===== src/rtl/csr_access_arbiter.sv =====
// Arbitrates core and debug requesters onto the shared combinational CSR unit,
// one transaction in flight, with registered commit, writeback and response.
module csr_access_arbiter #(
   parameter int CSR_REQ_WIDTH_P  = 71,
   parameter int CSR_RESP_WIDTH_P = 99,
   parameter int CSR_WB_WIDTH_P   = 53,
   parameter int ILL_CNT_WIDTH    = 16
) (
   input  logic                        clk,
   input  logic                        rst_n,
   input  logic                        core_valid,
   output logic                        core_ready,
   input  logic [CSR_REQ_WIDTH_P-1:0]  core_req,
   input  logic                        core_flush,
   input  logic                        dbg_valid,
   output logic                        dbg_ready,
   input  logic [CSR_REQ_WIDTH_P-1:0]  dbg_req,
   output logic [CSR_REQ_WIDTH_P-1:0]  unit_req,
   input  logic [CSR_RESP_WIDTH_P-1:0] unit_resp,
   input  logic [CSR_WB_WIDTH_P-1:0]   unit_wb,
   output logic                        csr_wr_en,
   output logic [11:0]                 csr_wr_addr,
   output logic [47:0]                 csr_wr_data,
   output logic [CSR_WB_WIDTH_P-1:0]   wb_out,
   output logic                        rsp_valid,
   input  logic                        rsp_ready,
   output logic                        rsp_owner,
   output logic                        rsp_ok,
   output logic                        rsp_illegal,
   output logic [47:0]                 rsp_rdata,
   output logic                        busy,
   output logic [ILL_CNT_WIDTH-1:0]    ill_count
);

   // Field positions of the packed request/response, as laid out in cpu_ad48_csr_if.vh
   localparam int REQ_VALID_BIT  = 70;
   localparam int REQ_PRIV_LSB   = 64;
   localparam int REQ_ADDR_LSB   = 52;
   localparam int RESP_OK_BIT    = 98;
   localparam int RESP_ILL_BIT   = 97;
   localparam int RESP_WE_BIT    = 96;
   localparam int RESP_WDATA_LSB = 48;
   localparam int RESP_RDATA_LSB = 0;

   typedef enum logic [1:0] {IDLE, ISSUE, RESP} state_t;

   state_t                       state_q, state_d;
   logic                         rr_last_q, rr_last_d;
   logic                         owner_q, owner_d;
   logic [CSR_REQ_WIDTH_P-1:0]   unit_req_q, unit_req_d;
   logic                         csr_wr_en_q, csr_wr_en_d;
   logic [11:0]                  csr_wr_addr_q, csr_wr_addr_d;
   logic [47:0]                  csr_wr_data_q, csr_wr_data_d;
   logic [CSR_WB_WIDTH_P-1:0]    wb_out_q, wb_out_d;
   logic                         rsp_valid_q, rsp_valid_d;
   logic                         rsp_owner_q, rsp_owner_d;
   logic                         rsp_ok_q, rsp_ok_d;
   logic                         rsp_illegal_q, rsp_illegal_d;
   logic [47:0]                  rsp_rdata_q, rsp_rdata_d;
   logic [ILL_CNT_WIDTH-1:0]     ill_count_q, ill_count_d;
   logic                         core_squash;

   assign core_squash = !owner_q && core_flush;

   always_ff @(posedge clk or negedge rst_n) begin
      if (!rst_n) begin
         state_q <= IDLE;
      end else begin
         state_q <= state_d;
      end
   end

   always_comb begin
      state_d = state_q;
      case (state_q)
         IDLE:    if (core_ready || dbg_ready) state_d = ISSUE;
         ISSUE:   state_d = core_squash ? IDLE : RESP;
         RESP:    if (rsp_ready || core_squash) state_d = IDLE;
         default: state_d = IDLE;
      endcase
   end

   // rr_last==1 means debug was granted last, so core wins the next tie
   always_comb begin
      core_ready = (state_q == IDLE) && core_valid && !core_flush && (!dbg_valid || rr_last_q);
      dbg_ready  = (state_q == IDLE) && dbg_valid && !core_ready;
      busy       = (state_q != IDLE);
   end

   always_comb begin
      rr_last_d     = rr_last_q;
      owner_d       = owner_q;
      unit_req_d    = unit_req_q;
      csr_wr_en_d   = 1'b0;
      csr_wr_addr_d = csr_wr_addr_q;
      csr_wr_data_d = csr_wr_data_q;
      wb_out_d      = '0;
      rsp_valid_d   = rsp_valid_q;
      rsp_owner_d   = rsp_owner_q;
      rsp_ok_d      = rsp_ok_q;
      rsp_illegal_d = rsp_illegal_q;
      rsp_rdata_d   = rsp_rdata_q;
      ill_count_d   = ill_count_q;
      case (state_q)
         IDLE: begin
            if (core_ready) begin
               unit_req_d                = core_req;
               unit_req_d[REQ_VALID_BIT] = 1'b1;
               owner_d                   = 1'b0;
               rr_last_d                 = 1'b0;
            end else if (dbg_ready) begin
               unit_req_d                                   = dbg_req;
               unit_req_d[REQ_VALID_BIT]                    = 1'b1;
               unit_req_d[REQ_PRIV_LSB+1:REQ_PRIV_LSB]      = 2'd3;
               owner_d                                      = 1'b1;
               rr_last_d                                    = 1'b1;
            end
         end
         ISSUE: begin
            if (core_squash) begin
               unit_req_d = '0;
            end else begin
               csr_wr_en_d               = unit_resp[RESP_WE_BIT];
               csr_wr_addr_d             = unit_req_q[REQ_ADDR_LSB+11:REQ_ADDR_LSB];
               csr_wr_data_d             = unit_resp[RESP_WDATA_LSB+47:RESP_WDATA_LSB];
               wb_out_d                  = owner_q ? '0 : unit_wb;
               rsp_valid_d               = 1'b1;
               rsp_owner_d               = owner_q;
               rsp_ok_d                  = unit_resp[RESP_OK_BIT];
               rsp_illegal_d             = unit_resp[RESP_ILL_BIT];
               rsp_rdata_d               = unit_resp[RESP_RDATA_LSB+47:RESP_RDATA_LSB];
               unit_req_d[REQ_VALID_BIT] = 1'b0;
               if (unit_resp[RESP_ILL_BIT] && (ill_count_q != '1)) begin
                  ill_count_d = ill_count_q + ILL_CNT_WIDTH'(1);
               end
            end
         end
         RESP: begin
            if (rsp_ready || core_squash) rsp_valid_d = 1'b0;
         end
         default: ;
      endcase
   end

   always_ff @(posedge clk or negedge rst_n) begin
      if (!rst_n) begin
         rr_last_q     <= 1'b1;
         owner_q       <= 1'b0;
         unit_req_q    <= '0;
         csr_wr_en_q   <= 1'b0;
         csr_wr_addr_q <= '0;
         csr_wr_data_q <= '0;
         wb_out_q      <= '0;
         rsp_valid_q   <= 1'b0;
         rsp_owner_q   <= 1'b0;
         rsp_ok_q      <= 1'b0;
         rsp_illegal_q <= 1'b0;
         rsp_rdata_q   <= '0;
         ill_count_q   <= '0;
      end else begin
         rr_last_q     <= rr_last_d;
         owner_q       <= owner_d;
         unit_req_q    <= unit_req_d;
         csr_wr_en_q   <= csr_wr_en_d;
         csr_wr_addr_q <= csr_wr_addr_d;
         csr_wr_data_q <= csr_wr_data_d;
         wb_out_q      <= wb_out_d;
         rsp_valid_q   <= rsp_valid_d;
         rsp_owner_q   <= rsp_owner_d;
         rsp_ok_q      <= rsp_ok_d;
         rsp_illegal_q <= rsp_illegal_d;
         rsp_rdata_q   <= rsp_rdata_d;
         ill_count_q   <= ill_count_d;
      end
   end

   assign unit_req    = unit_req_q;
   assign csr_wr_en   = csr_wr_en_q;
   assign csr_wr_addr = csr_wr_addr_q;
   assign csr_wr_data = csr_wr_data_q;
   assign wb_out      = wb_out_q;
   assign rsp_valid   = rsp_valid_q;
   assign rsp_owner   = rsp_owner_q;
   assign rsp_ok      = rsp_ok_q;
   assign rsp_illegal = rsp_illegal_q;
   assign rsp_rdata   = rsp_rdata_q;
   assign ill_count   = ill_count_q;

endmodule


===== config.mk =====
export PLATFORM = sky130hd
export DESIGN_NAME = csr_access_arbiter
export DESIGN_NICKNAME = d
export VERILOG_FILES = /design/src/rtl/csr_access_arbiter.sv
export SDC_FILE = /design/constraint.sdc
export NUM_CORES = 1
export LEC_CHECK = 0
export BUFFER_PORTS_ARGS = -buffer_cell sky130_fd_sc_hd__buf_2
export CELL_PAD_IN_SITES_DETAIL_PLACEMENT = 0
export CELL_PAD_IN_SITES_GLOBAL_PLACEMENT = 2
export CORE_AREA = 2 2 218 220
export CTS_CLUSTER_SIZE = 28
export DETAILED_ROUTE_END_ITERATION = 6
export DIE_AREA = 0 0 220 222
export PLACE_DENSITY = 0.7
export SLEW_MARGIN = 10
export SYNTH_ARGS = -nofsm -noshare
export SYNTH_HDL_FRONTEND = slang
export SYNTH_SLANG_ARGS = --single-unit

===== constraint.sdc =====
create_clock -name clk -period 2 [get_ports clk]
set_clock_uncertainty 0.15 [all_clocks]
set_input_delay 0.1 -clock clk [delete_from_list [all_inputs] [get_ports clk]]
set_output_delay 0.1 -clock clk [all_outputs]
set_load 0.02 [all_outputs]

### Word level (Yosys, flattened, before mapping)

Cells that the tools add are included.

| operators by class | value |
|---|---|
| equal/unequal tests | 8 |
| bitwise operators | 1 |
| add/sub/neg operators | 1 |
| reduce and logical (&&, ||, !) cells | 26 |
| multiplexer cells | 18 |

Operator list:

| operator | count |
|---|---|
| 2-to-1 mux 53 bit | 3 |
| 2-to-1 mux 71 bit | 2 |
| case mux 71 bit (2 select lines) | 1 |
| 2-to-1 mux 70 bit | 1 |
| adder 16 x 1 -> 16 bit, second input constant | 1 |
| inequality test 16 bit, second input constant | 1 |
| AND reduction 3 bit | 3 |
| inequality test 2 bit, second input constant | 4 |
| AND reduction 2 bit | 4 |
| nonzero test 2 bit | 4 |
| logical AND 1 bit | 7 |
| 2-to-1 mux 1 bit | 6 |
| 2-to-1 mux 2 bit | 3 |
| case mux 2 bit (3 select lines) | 1 |
| logical NOT 1 bit | 4 |
| logical OR 1 bit | 3 |
| inequality test 3 bit, second input constant | 1 |
| == test 2 x 1 -> 1 bit, second input constant | 1 |
| == test 2 bit, second input constant | 1 |
| logical NOT 2 bit | 1 |
| case mux 1 bit (2 select lines) | 1 |
| inverter 1 bit | 1 |

| storage, ports and cells | value |
|---|---|
| input bits | 300 |
| logic and storage cells | 69 |
| flip-flop bits (word level) | 257 |

### Logic depth before layout (Yosys ltp)

| logic depth | value |
|---|---|
| word-level depth | 9 |
| mapped depth | 8 |

### Worst setup path after synthesis

No wires, ideal clock.

| path | value |
|---|---|
| path kind | register -> register |
| start point | register ill_count_q[0], in the netlist ill_count[0] |
| end point | register ill_count_q[1], in the netlist ill_count[1] |
| stages on the path, launching flop included | 6 |
| arrival | 1.679 ns |
| required time | 1.725 ns |
| setup time | 0.125 ns |
| setup slack | 0.046 ns |
| buffers on the path | 0 |
| period minus slack after synthesis | 1.954 ns |
| path through | dfrtp_1 ha_1 nand4_2 nor4_4 nor2_2 mux2_2 |

| on the way | value |
|---|---|
| cells in the longest elaborated chain, start to end | 3 |

RTL lines:

| what | line | text |
|---|---|---|
| start, declared | 60 | `logic [ILL_CNT_WIDTH-1:0] ill_count_q, ill_count_d;` |
| start signal, assigned | 173 | `ill_count_q <= ill_count_d;` |
| branches (longest 3 deep; another with adder 16 x 1 -> 16 bit) | -- |  |

Parallel ways; which one is timed is not known.
A chain may end at the register's enable or synchronous reset.

### Worst setup path in the final report

| path | value |
|---|---|
| start point | register state_q[0] |
| end point | output dbg_ready |

| on the way | value |
|---|---|
| cells in the longest elaborated chain, start to end | 6 |

RTL lines:

| what | line | text |
|---|---|---|
| start, declared | 47 | `state_t state_q, state_d;` |
| start signal, assigned | 69 | `state_q <= state_d;` |
| logical NOT 2 bit (*) | 85, 86 |  |
| logical AND 1 bit (3 in series) | 85 | `core_ready = (state_q == IDLE) && core_valid && !core_flush && (!dbg_valid \|\| rr_last_q);` |
| logical NOT 1 bit | 86 | `dbg_ready = (state_q == IDLE) && dbg_valid && !core_ready;` |
| logical AND 1 bit (*) | 86 |  |
| end, declared | 16 | `output logic dbg_ready,` |

Every way passes the cells marked *; elsewhere a longest branch is shown, timed or not.

==> impl_metrics.toml <==
[timing]
tightest_slew_ps = 569
setup_slack_ps = 90.5
max_slew_margin = 0.621
clock.fmax_mhz = 524
tns_ps = 0
setup_viol = 0
min_period_ps = 1910
whs_ps = 14.3
hold_violations = 0
final_max_slew_viol_count = 0
rsz0062_at_grt = "false"
fin_crit_sh = 0.955

[detailed_routing]
routedWlPerCell_um = 16.4
ant_nets = 0
dr_total_vias = 10000
routed-wl-met3_um = 2980
vias_per_cell = 4.10
top_layer = "met4"
detail_route.iter0.violations = 298
dr.pass1.iters = 4
post-route-drc-count = 0
wl_met1_um = 15800
drt_wl_total_um = 40000
wl_met2_um = 20100

[status]
status = "completed"

[clock_tree]
htreeDepth = 1
clk_pin_slew_ps = 60
cts.path.max_buffers = 3
cts_root_buffer = "clkbuf_16"
clkSinkCount = 257
clock_latency_ps = 570
numCtsBuffers = 31
cts_tree = "yes"

[power_and_ir_drop]
switching_share = 0.406
irDropWorstVdd_v = 0.000677
power_frac_seq = 0.339
power_switching_mw = 9.81
combPwrFrac = 0.421
power_density_mw_per_mm2 = 1330
power_mw = 24.2
p_int_mw = 14.4
p_clk_frac = 0.239
power_leakage_nw = 9.89

[critical_path]
regToRegSetupSlack_ps = 140
ff2ff_path_depth = 5
critPathCaptureType = "output pin"
required_ps = 1750
critPathLaunchType = "flip-flop"
cp_data_arrival_time_ps = 1660
crit_fanout = 5
worstSetupPathType = "reg -> out"

[global_route]
track_usage = 0.159
grt_pass1_vias = 10900
grt_pass1_wl_um = 60900
grt.overflow.total = 0
grt_antenna_before_repair = 0
grt_max_degree = 67

[placement]
numPlacedInstances = 2089
dpl-instance-area_sq_mm = 0.0141
dp_slack_ps = 121
gp_congestion = 0.793
portBuffers = 551
dp_hpwl_um = 28400

[logic_synthesis]
syn-cell-area_sq_mm = 0.0102
yosysSeqAreaShare = 0.631
synth_top_area_share = 0.628
syn_inst = 928
syn-num-nets = 1229
ys_warn_count = 0
synthTopCellsByArea = "dfrtp_1, nand2_1, mux2i_1"
yosys.area.top_type = "dfrtp_1"
synth_cell_types = 40
synth-seq-cells = 257
syn_area_per_cell_sq_um = 11.0

[cells_and_area]
utilization = 0.392
design_area_sq_mm = 0.0181
instances_no_fill = 2446
areaGrowthSynthToFinish_pct = 77.9
antenna_cells = 0
num-nets-final = 2115
drive_above_1_share = 0.372

[min_path]
hold_path.class = "in -> reg"
worstHoldPathCells = 6

[die]
die_w_um = 220
core_area_sq_mm = 0.0463
die_height_um = 222
start_util = 0.220
io_pins = 556
dieArea_sq_mm = 0.0488
num_rows = 79

[flow_run]
drv_cap = 0
power groups by stage:
stage	sequential [mW]	clock, mW	combinational (mW)
after detailed placement	8.23	0	9.84
after global placement	8.21	0	9.78
after floorplan	10.5	0	3.20
after CTS	8.20	6.04	10.3
final	8.19	5.79	10.2
after global routing	8.44	6.23	11.1
layout make-up:
class	count	area, sq um
clock inverter	15	171
clock buffer	43	881
fill	4583	28100
inverter	7	26.3
tap	607	759
timing repair buffer	906	6330
multi-input combinational	611	3540
sequential	257	6430
cells by family after synthesis:
kind of cell	after synthesis	share of synthesized area
mux	72	0.0708
fa+ha+maj	1	0.00123
compound gates	80	0.0659
buf+inv	60	0.0274
simple gates	446	0.194
flops	257	0.631
xor+xnor	12	0.0103
synthesized netlist by cell type (all sizes together):
cell type	count
nand4	5
dfrtp	256
a211o	1
a221o	2
inv	7
o21ai	4
nor2b	2
xor2	12
dfstp	1
ha	1
nand3	9
or3	1
and3	4
and4	1
and2b	1
nand2b	3
mux2i	71
buf	25
nor3	10
o2bb2ai	68
nand2	338
a21oi	4
clkbuf	28
a211oi	1
nor4b	2
and2	53
mux2	1
nor2	13
nor4	4
final timing paths:
path	start	endpoint
worst max-delay path	state_q[0]$_DFFE_PN0P_	dbg_ready
worst max register to register	state_q[0]$_DFFE_PN0P_	csr_wr_en$_DFF_PN0_
min in group asynchronous	rst_n	rsp_rdata[22]$_DFFE_PN0P_
worst min-delay path	core_valid	rr_last_q$_DFFE_PN1P_
max in group asynchronous	rst_n	rr_last_q$_DFFE_PN1P_
worst min register to register	csr_wr_data[43]$_DFFE_PN0P_	csr_wr_data[43]$_DFFE_PN0P_
critical path: stages, from the launching register on:
cell and delay (ps):
dfrtp_1 380, buf_4 140, nor2_4 110, buf_6 140, and3_4 200, buf_6 130
cells in the final DEF, fill, tap and decap left out, types with 2 or more instances in the layout:
master / count
a21oi_1: 4
a221o_1: 2
and2_1: 53
and3_1: 3
buf_12: 12
buf_2: 549
buf_4: 46
buf_6: 2
bufinv_16: 3
clkbuf_1: 6
clkbuf_16: 31
clkbuf_8: 6
clkinv_2: 6
clkinvlp_4: 3
dfrtp_1: 256
dlygate4sd3_1: 296
inv_1: 6
mux2i_1: 71
nand2_1: 337
nand2b_1: 2
nand3_1: 7
nand4_1: 4
nor2_1: 9
nor2_4: 3
nor2b_1: 2
nor3_1: 9
nor4_2: 2
nor4b_2: 2
o21ai_0: 3
o2bb2ai_1: 68
xor2_1: 12
repair_timing:
action,in CTS,in global routing
endpoints found under the setup margin,2,2
gates resized for setup,3,2
hold buffers,296,0
endpoints found under the hold margin,496,0
buffers inserted,3,0
flip-flops by register name, summed over array words and instances, names as in the netlist:
name and cells:
unit_req 71, wb_out 53, csr_wr_data 48, rsp_rdata 48
ill_count 16, csr_wr_addr 12, state_q 2, csr_wr_en 1
owner_q 1, rr_last_q 1, rsp_illegal 1, rsp_ok 1
rsp_owner 1, rsp_valid 1
metal layers:
metal | vias to the layer above | track usage
met5 | - | 0
met4 | 0 | 0.0489
met3 | 73 | 0.0461
met2 | 362 | 0.284
met1 | 4765 | 0.181
li1 | 4836 | -
No activity file was read; power rests on OpenSTA's default activity.
